## src/rtl/cache_mem_arbiter.sv

```systemverilog
// Arbitrates the single physical-memory port between icache fills and dcache fills/write-backs.
// One transaction at a time. Ties are broken by a one-bit round-robin pointer.
module cache_mem_arbiter #(
  parameter int LINE_WIDTH = 256,
  parameter int ADDR_WIDTH = 32
) (
  input  logic                  clk,
  input  logic                  rst_n,
  input  logic                  i_read,
  input  logic [ADDR_WIDTH-1:0] i_address,
  output logic [LINE_WIDTH-1:0] i_rdata,
  output logic                  i_resp,
  input  logic                  d_read,
  input  logic                  d_write,
  input  logic [ADDR_WIDTH-1:0] d_address,
  input  logic [LINE_WIDTH-1:0] d_wdata,
  output logic [LINE_WIDTH-1:0] d_rdata,
  output logic                  d_resp,
  output logic                  pmem_read,
  output logic                  pmem_write,
  output logic [ADDR_WIDTH-1:0] pmem_address,
  output logic [LINE_WIDTH-1:0] pmem_wdata,
  input  logic [LINE_WIDTH-1:0] pmem_rdata,
  input  logic                  pmem_resp
);

  typedef enum logic [1:0] {
    IDLE    = 2'd0,
    SERVE_I = 2'd1,
    SERVE_D = 2'd2
  } state_t;

  typedef enum logic {
    OWNER_I = 1'b0,
    OWNER_D = 1'b1
  } owner_t;

  typedef enum logic {
    OP_READ  = 1'b0,
    OP_WRITE = 1'b1
  } op_t;

  state_t                state;
  state_t                next_state;
  owner_t                last_grant;
  op_t                   op_q;
  logic [ADDR_WIDTH-1:0] addr_q;
  logic [LINE_WIDTH-1:0] wdata_q;

  logic grant_i;
  logic grant_d;
  logic d_req;

  assign d_req = d_read | d_write;

  // State register and round-robin pointer
  always_ff @(posedge clk or negedge rst_n) begin
    if (!rst_n) begin
      state      <= IDLE;
      last_grant <= OWNER_I;
    end else begin
      state <= next_state;
      if (grant_i) begin
        last_grant <= OWNER_I;
      end else if (grant_d) begin
        last_grant <= OWNER_D;
      end
    end
  end

  // Command latch; captured only at grant so requester changes while serving are ignored.
  // A read+write request from the dcache is treated as a write.
  always_ff @(posedge clk or negedge rst_n) begin
    if (!rst_n) begin
      addr_q  <= '0;
      wdata_q <= '0;
      op_q    <= OP_READ;
    end else if (grant_i) begin
      addr_q <= i_address;
      op_q   <= OP_READ;
    end else if (grant_d) begin
      addr_q  <= d_address;
      wdata_q <= d_wdata;
      op_q    <= d_write ? OP_WRITE : OP_READ;
    end
  end

  // Next-state, grant decision and outputs
  always_comb begin
    next_state   = state;
    grant_i      = 1'b0;
    grant_d      = 1'b0;
    pmem_read    = 1'b0;
    pmem_write   = 1'b0;
    pmem_address = addr_q;
    pmem_wdata   = wdata_q;
    i_resp       = 1'b0;
    i_rdata      = '0;
    d_resp       = 1'b0;
    d_rdata      = '0;

    unique case (state)
      IDLE: begin
        if (i_read && d_req) begin
          if (last_grant == OWNER_I) begin
            grant_d = 1'b1;
          end else begin
            grant_i = 1'b1;
          end
        end else if (i_read) begin
          grant_i = 1'b1;
        end else if (d_req) begin
          grant_d = 1'b1;
        end

        if (grant_i) begin
          next_state = SERVE_I;
        end else if (grant_d) begin
          next_state = SERVE_D;
        end
      end

      SERVE_I: begin
        pmem_read  = (op_q == OP_READ);
        pmem_write = (op_q == OP_WRITE);
        if (pmem_resp) begin
          i_resp     = 1'b1;
          i_rdata    = pmem_rdata;
          next_state = IDLE;
        end
      end

      SERVE_D: begin
        pmem_read  = (op_q == OP_READ);
        pmem_write = (op_q == OP_WRITE);
        if (pmem_resp) begin
          d_resp     = 1'b1;
          d_rdata    = pmem_rdata;
          next_state = IDLE;
        end
      end

      default: begin
        next_state = IDLE;
      end
    endcase
  end

endmodule

```

## config.mk

```make
export PLATFORM = sky130hd
export DESIGN_NAME = cache_mem_arbiter
export DESIGN_NICKNAME = d
export VERILOG_FILES = /design/src/rtl/cache_mem_arbiter.sv
export SDC_FILE = /design/constraint.sdc
export NUM_CORES = 1
export LEC_CHECK = 0
export CAP_MARGIN = 5
export CELL_PAD_IN_SITES_DETAIL_PLACEMENT = 0
export CELL_PAD_IN_SITES_GLOBAL_PLACEMENT = 1
export CORE_AREA = 2 2 535 537
export CTS_CLUSTER_DIAMETER = 150
export DETAILED_ROUTE_END_ITERATION = 8
export DIE_AREA = 0 0 537 539
export PLACE_DENSITY_LB_ADDON = 0.25
export SYNTH_ARGS = -nofsm -noshare
export SYNTH_HDL_FRONTEND = slang
export SYNTH_SLANG_ARGS = --single-unit
```

## constraint.sdc

```tcl
create_clock -name clk -period 1.8 [get_ports clk]
set_clock_uncertainty 0.05 [all_clocks]
set_input_delay 0.18 -clock clk [delete_from_list [all_inputs] [get_ports clk]]
set_output_delay 0.18 -clock clk [all_outputs]
set_load 0.01 [all_outputs]
```

==> results of run 1 <==
-- worst reg2reg max path, delay by kind of cell (launching register included) --
family / cells / cell delay (ns)
AOI/OAI and AO/OA: 2 / 0.27
DFF: 1 / 0.44
muxes: 1 / 0.40
adders and majority gates: 1 / 0.20
buffers and inverters: 5 / 0.75
-- state kept, by name, indices dropped and copies added (netlist names) --
register      flops
last_grant        1
op_q              1
pmem_address     32
pmem_wdata      256
state             2
-- layer usage --
metal  vias up  global-route usage  part of all wire
li1       7840                   -                 -
met1      8822              0.1168              0.35
met2      1228              0.2147              0.51
met3       296             0.04938              0.10
met4        14             0.02822             0.034
met5         -                   0           0.00057
-- cell families after synthesis --
group                    synth area share
AO/OA/AOI/OAI                     0.02630
adder cells (fa/ha/maj)          0.002443
buffers and inverters             0.05871
flip-flops                         0.4756
multiplexers                       0.2121
AND/OR/NAND/NOR                    0.2249
-- synth_stat cells, drive strengths merged --
library cell,count
and3,512
dfrtp,292
mux2,256
clkbuf,115
buf,36
and2,35
a221o,32
ha,3
inv,3
nand2,3
o21ai,3
a21oi,2
nand2b,2
o31ai,2
a21o,1
a22o,1
a32o,1
nor2,1
nor2b,1
o21ba,1
-- final timing paths --
kind	from	end	slack, ns	cells after the start
max	state[0]	i_rdata[227]	-0.68	8
min	d_wdata[211]	pmem_wdata[211]	0.12	2
max reg2reg	state[0]	pmem_wdata[24]	-0.45	9
min reg2reg	pmem_wdata[189]	pmem_wdata[189]	0.44	1
max in group asynchronous	rst_n	pmem_wdata[106]	0.17	3
min in group asynchronous	rst_n	pmem_wdata[35]	0.17	3
-- metrics by stage --
stage / setup slack (ns) / cell area, um^2 / setup TNS [ns] / utilization
after CTS: -0.7882 / 37090 / -491.68 / 0.1306
final: -0.6772 / 38480 / -381.12 / 0.1355
after detailed placement: -0.5788 / 35180 / -280.81 / 0.1239
after floorplan: 0.008181 / 15370 / 0 / -
after global placement: -0.6252 / 35180 / -317.76 / 0.1239
after global routing: -0.7885 / 38440 / -492.28 / 0.1354
-- area by class of cell --
type / instances / area (um^2)
inverter: 3 / 11.26
clock inverter: 7 / 76.32
multi-input combinational: 856 / 8130
sequential: 292 / 7308
fill: 32180 / 245500
antenna: 23 / 57.56
timing repair buffer: 1641 / 16970
tap: 3762 / 4707
clock buffer: 62 / 1216
-- power groups by stage --
stage / sequential (W) / combinational [W] / clock (W)
final: 0.0125 / 0.0330 / 0.00818
after detailed placement: 0.0126 / 0.0292 / 0
after CTS: 0.0127 / 0.0322 / 0.00863
after floorplan: 0.0132 / 0.00971 / 0
after global placement: 0.0126 / 0.0293 / 0
after global routing: 0.0130 / 0.0352 / 0.00882
-- timing repair --
action | CTS | global route
hold buffers | 2 | 0
endpoints found under the setup margin | 1019 | 1018
pin swaps | 15 | 21
gates cloned | 24 | 16
resized for setup | 1554 | 720
hold endpoints to repair | 292 | 0
setup buffers | 43 | 28
==> summary.txt, run 1 <==
ANT nets after route = 0
initial antenna violation count = 110
Hold WC Path Type = input pin to register
Critical Path, Cell by Cell = ha_4 -> buf_12 -> buf_16 -> buf_8 -> buf_12 -> clkbuf_16 -> and3_4 -> buf_6
Setup CP Type = register to output pin
Yosys reg bits = 292
final cycle utilization of the critical path = 1.376
number of global-route vias before repair = 18950
total grt overflow = 0
leading cell type in the layout, fill and taps excluded = clkdlybuf4s50_1
P_int = 0.03292 W
Sw Ratio = 0.3864
final hold slack = 0.1244 ns
Die W = 537 um
DR WL/cell = 26.71 um
Placed Instances = 6458
buffers and inverters on the worst path = 6
first-pass GRT wire length = 218200 um
crit-path max FO = 9
leakage power = 16.88 nW
Synth Cell Area = 15360 um^2
DIE AREA = 289400 um^2
Ys Warns = 0
Worst VDD drop = 0.7611 mV
CP peak stage delay = 0.44 ns
Clock power frac = 0.152
CTS tree = done
crit path time final = 2.477 ns
max-slew violations = 0
clock buffers created by TritonCTS = 41
area leader, netlist = dfrtp_1
Slew headroom = 0.3897
final setup margin = -0.6772 ns
max-cap violation count = 0
Area contributors post-synth = dfrtp_1 48%, and3_1 21%, mux2_4 9.8%
Power Dens Cells = 1394 nW/um^2
HPWL Detailed = 148600 um
Remaining DRCs = 0
Total Wirelength = 177500 um
Die H = 539 um
Vias/cell = 2.738
Core Rows = 196
Max Root-Sink Buffers = 3
# nets final = 3420
total track usage = 0.1154
Worst Tran Pin Value = 0.9125 ns
Comb pwr share = 0.614
share of cells above drive strength 1 = 0.4082
status = complete, but fails checks
final hold viol count = 0
port bufs = 1385
Yosys cell types = 27
Via Count = 18200
RSZ-0062 raised after global routing = true
fmax = 403.7 MHz
CP most frequent cell = buf_12
Core ar. = 284000 um^2
largest net degree at the start of global routing = 76
Switch Pwr = 0.02073 W
clk sinks = 292
total power = 0.05365 W
commonest non-fill, non-tap cells in the layout = 839 x clkdlybuf4s50_1, 327 x and3_1, 291 x dfrtp_1
Initial Util = 0.05410
failing checks = negative setup slack
final non-filler cell total = 6646
Synth top area share = 0.4756
nature of the critical path startpoint = register
register area share after synthesis = 0.4756
DRT Pass-1 Iters = 5
GPL Wtd Cong = 0.8642
CP endpoint kind = output pin
worst skew pair latency = 0.59 ns
Syn Area/Cell = 11.80 um^2
Final Setup Violations = 883
IO Pins = 1386
Worst-path clk slew = 0.05 ns
sequential share of power = 0.233
Mapped Cells = 1302
Root Driver = clkbuf_16
CP arrival = 2.25 ns
Worst path slowest cell = dfrtp_2
P&R area growth vs syn = 150.4%
DR iter-0 viols = 821
Syn Nets = 1887
# H-tree levels = 2
Crit path max-delay family = buffers and inverters
critical path required time = 1.57 ns
Note: power is estimated with default switching activity, not from simulation.
==> run 2, diff against run 1 <==
--- a/config.mk
+++ b/config.mk
@@ -13,6 +13,7 @@
 export DETAILED_ROUTE_END_ITERATION = 8
 export DIE_AREA = 0 0 537 539
 export PLACE_DENSITY_LB_ADDON = 0.25
+export REMOVE_ABC_BUFFERS = 1
 export SYNTH_ARGS = -nofsm -noshare
 export SYNTH_HDL_FRONTEND = slang
 export SYNTH_SLANG_ARGS = --single-unit
==> run 2 against run 1 <==
Effect of this change: the run still ends with negative setup slack left; non-clock buffer count increased by 40; clock power increased by 1%; first-iteration DRC count increased by 7.3%; total power decreased by 3.1%; global-route usage increased by 0.58 points; utilization increased by 0.098 points; hold slack got worse by 0.099 ns; sequential power decreased by 4%; final cell count increased by 0.77%; via count increased by 1.8%; register-to-register slack improved by 0.06 ns; die area unchanged; critical path type unchanged; largest cell class unchanged; largest power group unchanged.
==> summary.txt, run 2 (synthesis gave the netlist of run 1 again) <==
fmax = 379.4 MHz (was 403.7 MHz)
final hold viol count = 0 (unchanged)
ANT nets after route = 0 (unchanged)
crit-path max FO = 8 (was 9)
Slew headroom = 0.5968 (was 0.3897)
Root Driver = clkbuf_16 (unchanged)
failing checks = negative setup slack (unchanged)
DR iter-0 viols = 881 (was 821)
CTS tree = done (unchanged)
commonest non-fill, non-tap cells in the layout = 864 x clkdlybuf4s50_1, 402 x and3_1, 292 x dfrtp_1 (was 839 x clkdlybuf4s50_1, 327 x and3_1, 291 x dfrtp_1)
crit path time final = 2.635 ns (was 2.477 ns)
final-layout fill cell count = 32210 (was 32180)
Area after DPL = 36060 um^2 (was 35180 um^2)
RSZ-0062 raised after global routing = true (unchanged)
Remaining DRCs = 0 (unchanged)
DR WL/cell = 28.14 um (was 26.71 um)
Worst-path clk slew = 0.06 ns (was 0.05 ns)
clk sinks = 292 (unchanged)
final setup margin = -0.8355 ns (was -0.6772 ns)
Power Dens Cells = 1341 nW/um^2 (was 1394 nW/um^2)
Worst Tran Pin Value = 0.6029 ns (was 0.9125 ns)
Via Count = 18540 (was 18200)
Die W = 537 um (unchanged)
Core Rows = 196 (unchanged)
worst skew pair latency = 0.60 ns (was 0.59 ns)
Core ar. = 284000 um^2 (unchanged)
# H-tree levels = 2 (unchanged)
Vias/cell = 2.768 (was 2.738)
first-pass GRT wire length = 225500 um (was 218200 um)
leakage power = 18.74 nW (was 16.88 nW)
status = complete, but fails checks (unchanged)
number of global-route vias before repair = 18790 (was 18950)
max reg flops = 256 (unchanged)
share of cells above drive strength 1 = 0.3629 (was 0.4082)
P&R area growth vs syn = 152.2% (was 150.4%)
# nets final = 3458 (was 3420)
HPWL Detailed = 156700 um (was 148600 um)
Worst VDD drop = 0.8128 mV (was 0.7611 mV)
nature of the critical path startpoint = register (unchanged)
Total Wirelength = 188400 um (was 177500 um)
final cycle utilization of the critical path = 1.464 (was 1.376)
critical path required time = 1.57 ns (about the same)
final hold slack = 0.02507 ns (was 0.1244 ns)
IO Pins = 1386 (unchanged)
port bufs = 1385 (unchanged)
leading cell type in the layout, fill and taps excluded = clkdlybuf4s50_1 (unchanged)
Initial Util = 0.05410 (unchanged)
largest net degree at the start of global routing = 106 (was 76)
Setup CP Type = register to output pin (unchanged)
CP arrival = 2.41 ns (was 2.25 ns)
total grt overflow = 0 (unchanged)
Hold WC Path Type = input pin to async pin (was input pin to register)
CP endpoint kind = output pin (unchanged)
DRT Pass-1 Iters = 4 (was 5)
GPL Wtd Cong = 0.8888 (was 0.8642)
max-slew violations = 0 (unchanged)
DIE AREA = 289400 um^2 (unchanged)
Max Root-Sink Buffers = 3 (unchanged)
total track usage = 0.1212 (was 0.1154)
final instance area = 38760 um^2 (was 38480 um^2)
initial antenna violation count = 138 (was 110)
Post-Route Utilization = 0.1365 (was 0.1355)
clock buffers created by TritonCTS = 39 (was 41)
Final Setup Violations = 865 (was 883)
Die H = 539 um (unchanged)
max-cap violation count = 0 (unchanged)
==> run 2: power breakdown <==
| group | leakage [nW] | switching (W) | internal, W | total (W) |
|---|---|---|---|---|
| sequential | 3.44 | 0.00206 | 0.00998 | 0.0120 |
| combinational | 14.6 | 0.0142 | 0.0174 | 0.0316 |
| clock | 0.652 | 0.00345 | 0.00483 | 0.00829 |
| total | 18.7 | 0.0197 | 0.0322 | 0.0520 |
==> run 2: worst paths after layout <==
path                                 startpoint         endpoint  slack, ns  depth (start not counted)
worst max-delay path                   state[1]     d_rdata[235]      -0.84                          9
max in group asynchronous                 rst_n   pmem_wdata[35]       0.94                          3
worst min-delay path                      rst_n   pmem_wdata[33]       0.03                          2
min in group clk                   d_wdata[223]  pmem_wdata[223]       0.13                          2
worst max register to register         state[1]   pmem_wdata[54]      -0.39                          8
worst min register to register  pmem_wdata[232]  pmem_wdata[232]       0.44                          1
==> run 2: area by class of cell <==
| class | count | area [um^2] | area share |
|---|---|---|---|
| multi-input combinational | 856 | 7749 | 0.1999 |
| inverter | 3 | 11.26 | 0.0002906 |
| timing repair buffer | 1681 | 17570 | 0.4534 |
| sequential | 292 | 7307 | 0.1885 |
| tap | 3762 | 4707 | 0.1215 |
| antenna | 33 | 82.58 | 0.002131 |
| clock buffer | 55 | 1126 | 0.02906 |
| clock inverter | 15 | 200.2 | 0.005165 |
==> run 2: worst max-delay path, cell delays in order, from the launching register on <==
cell and delay (ns):
dfrtp_1 0.41, buf_6 0.13, ha_4 0.16, buf_16 0.16, buf_16 0.17, buf_6 0.16
clkbuf_16 0.14, buf_6 0.11, and3_4 0.18, buf_12 0.14
==> run 2: repair_timing <==
item                       in CTS  in global routing
hold endpoints to repair      292                  0
resized for setup             314                904
cloned                          6                 20
setup endpoints to repair    1020               1050
hold buffers                    1                  0
pin swaps                       1                 15
setup buffers                  10                 40
==> run 2: through the flow <==
stage / total power [W] / worst slack (ns) / instances / setup TNS, ns
6_report: 0.05196 / -0.8355 / 6697 / -425.40
5_1_grt: 0.05490 / -0.9401 / 6684 / -519.81
4_1_cts: 0.05152 / -1.132 / 6612 / -600.38
3_5_place_dp: 0.04159 / -0.5244 / 6525 / -244.56
3_3_place_gp: 0.04175 / -0.5850 / 6525 / -278.51
2_1_floorplan: 0.01579 / -9.348 / 1151 / -3778.85
==> run 2: layer usage <==
metal	GRT usage	share of wire	vias to the layer above
li1	-	-	7937
met1	0.1081	0.32	9084
met2	0.2331	0.53	1112
met3	0.04858	0.093	337
met4	0.05747	0.056	66
met5	0	0.0022	-
==> run 3, diff against run 2 <==
--- a/config.mk
+++ b/config.mk
@@ -12,8 +12,8 @@
 export CTS_CLUSTER_DIAMETER = 150
 export DETAILED_ROUTE_END_ITERATION = 8
 export DIE_AREA = 0 0 537 539
+export HOLD_SLACK_MARGIN = 0.06
 export PLACE_DENSITY_LB_ADDON = 0.25
-export REMOVE_ABC_BUFFERS = 1
 export SYNTH_ARGS = -nofsm -noshare
 export SYNTH_HDL_FRONTEND = slang
 export SYNTH_SLANG_ARGS = --single-unit
==> run 3 against run 2 <==
Effect of this change: the flow still finishes with violations (negative setup slack); total power is 3.3% higher; critical path depth is 1 lower; design area is 0.46% lower; largest cell class unchanged.
==> summary.txt, run 3 (synthesis gave the netlist of run 1 again) <==
TNS Setup = -380.56 ns (was -425.40 ns)
Post-Route Utilization = 0.1358 (was 0.1365)
crit path time final = 2.476 ns (was 2.635 ns)
Initial Util = 0.05410 (unchanged)
Area after DPL = 35180 um^2 (was 36060 um^2)
Setup CP Type = register to output pin (unchanged)
leading cell type in the layout, fill and taps excluded = clkdlybuf4s50_1 (unchanged)
final setup margin = -0.6758 ns (was -0.8355 ns)
commonest non-fill, non-tap cells in the layout = 839 x clkdlybuf4s50_1, 327 x and3_1, 291 x dfrtp_1 (was 864 x clkdlybuf4s50_1, 402 x and3_1, 292 x dfrtp_1)
Worst-path clk slew = 0.06 ns (about the same)
final non-filler cell total = 6656 (was 6697)
# nets final = 3430 (was 3458)
Via Count = 18210 (was 18540)
number of global-route vias before repair = 18990 (was 18790)
final-layout fill cell count = 32180 (was 32210)
flip-flop and latch area = 7308 um^2 (was 7307 um^2)
met3 WL post-DR = 18620 um (was 17520 um)
IO Pins = 1386 (unchanged)
failing checks = negative setup slack (unchanged)
clock buffers created by TritonCTS = 41 (was 39)
Worst VDD drop = 0.7566 mV (was 0.8128 mV)
HPWL Detailed = 148600 um (was 156700 um)
CP endpoint kind = output pin (unchanged)
crit-path max FO = 9 (was 8)
clk sinks = 292 (unchanged)
max reg flops = 256 (unchanged)
Worst path slowest cell = dfrtp_2 (was dfrtp_1)
Die H = 539 um (unchanged)
total grt overflow = 0 (unchanged)
RSZ-0062 raised after global routing = true (unchanged)
DIE AREA = 289400 um^2 (unchanged)
leakage power = 16.92 nW (was 18.74 nW)
Worst Tran Pin Value = 0.9085 ns (was 0.6029 ns)
fmax = 403.9 MHz (was 379.4 MHz)
first-pass GRT wire length = 218300 um (was 225500 um)
top sig layer = met5 (unchanged)
critical path required time = 1.57 ns (about the same)
GPL Wtd Cong = 0.8642 (was 0.8888)
Critical Path, Cell by Cell = ha_4 -> buf_12 -> buf_16 -> buf_8 -> buf_12 -> clkbuf_16 -> and3_4 -> buf_6 (was buf_6 -> ha_4 -> buf_16 -> buf_16 -> buf_6 -> clkbuf_16 -> buf_6 -> and3_4 -> buf_12)
total track usage = 0.1154 (was 0.1212)
Root Driver = clkbuf_16 (unchanged)
worst skew pair latency = 0.59 ns (was 0.60 ns)
CP peak stage delay = 0.44 ns (was 0.41 ns)
share of cells above drive strength 1 = 0.4068 (was 0.3629)
DR iter-0 viols = 790 (was 881)
final cycle utilization of the critical path = 1.375 (was 1.464)
DR WL/cell = 26.66 um (was 28.14 um)
Slew headroom = 0.3923 (was 0.5968)
DRT Pass-1 Iters = 8 (was 4)
Core ar. = 284000 um^2 (unchanged)
Final Setup Violations = 883 (was 865)
total power = 0.05367 W (was 0.05196 W)
Core Rows = 196 (unchanged)
max-slew violations = 0 (unchanged)
Placed Instances = 6458 (was 6525)
initial antenna violation count = 110 (was 138)
final hold viol count = 0 (unchanged)
buffers and inverters on the worst path = 6 (was 7)
port bufs = 1385 (unchanged)
CP arrival = 2.25 ns (was 2.41 ns)
final instance area = 38580 um^2 (was 38760 um^2)
largest net degree at the start of global routing = 76 (was 106)
# H-tree levels = 2 (unchanged)
nature of the critical path startpoint = register (unchanged)
Die W = 537 um (unchanged)
Hold WC Path Type = input pin to register (was input pin to async pin)
CP most frequent cell = buf_12 (was buf_6)
Total Wirelength = 177500 um (was 188400 um)
Max Root-Sink Buffers = 3 (unchanged)
Power Dens Cells = 1391 nW/um^2 (was 1341 nW/um^2)
multi-input logic area = 8130 um^2 (was 7749 um^2)
max-cap violation count = 0 (unchanged)
Remaining DRCs = 0 (unchanged)
Vias/cell = 2.736 (was 2.768)
status = complete, but fails checks (unchanged)
Post-Route M1 WL = 61750 um (was 59510 um)
P&R area growth vs syn = 151.1% (was 152.2%)
CTS tree = done (unchanged)
Crit path max-delay family = buffers and inverters (unchanged)
ANT nets after route = 0 (unchanged)
WL met2 = 90430 um (was 100400 um)
## run 3: cell types whose count changed in the layout (fill, tap and decap cells not counted), sizes merged, moves of 11 or more
cell,delta
clkdlybuf4s15,+15
buf,+127
clkdlybuf4s50,-25
dlygate4sd2,+53
dlymetal6s2s,-117
clkbuf,-88
dlygate4sd3,+11
## run 3: report_power, final
part	switching [W]	internal [W]	total, W
logic	0.0148	0.0182	0.0330
registers	0.00252	0.00998	0.0125
clock network	0.00341	0.00477	0.00818
total	0.0207	0.0329	0.0537
## run 3: worst reg2reg max path: stages, from the launching register on
cell     delay (ns)
dfrtp_2        0.44
inv_2          0.10
buf_4          0.11
buf_4          0.09
ha_2           0.20
o21ai_2        0.08
a21oi_4        0.19
buf_12         0.19
buf_12         0.26
mux2_2         0.40
## run 3: worst paths after layout
kind,to,from,cells after the start,slack [ns]
max in group asynchronous,pmem_wdata[106],rst_n,3,0.18
worst max-delay path,i_rdata[228],state[0],8,-0.68
worst min-delay path,pmem_wdata[162],d_wdata[162],2,0.14
min in group asynchronous,pmem_wdata[35],rst_n,3,0.17
worst max register to register,pmem_wdata[24],state[0],9,-0.45
worst min register to register,pmem_wdata[189],pmem_wdata[189],1,0.44
## run 3: metal layers
layer | global-route usage | vias up
met5 | 0 | -
met4 | 0.02822 | 14
met3 | 0.04931 | 301
met2 | 0.2147 | 1219
met1 | 0.1168 | 8812
li1 | - | 7862
## run 3: cell type report
| type | count | area share |
|---|---|---|
| timing repair buffer | 1651 | 0.4425 |
| tap | 3762 | 0.1220 |
| inverter | 3 | 0.0002919 |
| clock inverter | 7 | 0.001978 |
| clock buffer | 62 | 0.03153 |
| antenna | 23 | 0.001492 |
| multi-input combinational | 856 | 0.2108 |
| sequential | 292 | 0.1894 |
## run 3: repair_timing
action	in CTS	in global routing
gates resized for setup	1554	720
cloned	24	16
endpoints found under the setup margin	1019	1018
pin swaps	15	21
hold buffers	12	0
endpoints found under the hold margin	302	0
buffers inserted	43	28
## run 3: stage by stage
stage                     worst slack [ns]  hold slack (ns)
after floorplan                   0.008181          -0.1656
after global placement             -0.6252          0.03598
after detailed placement           -0.5788          0.04033
after CTS                          -0.7882          0.06056
after global routing               -0.7885          0.09701
final                              -0.6758           0.1354
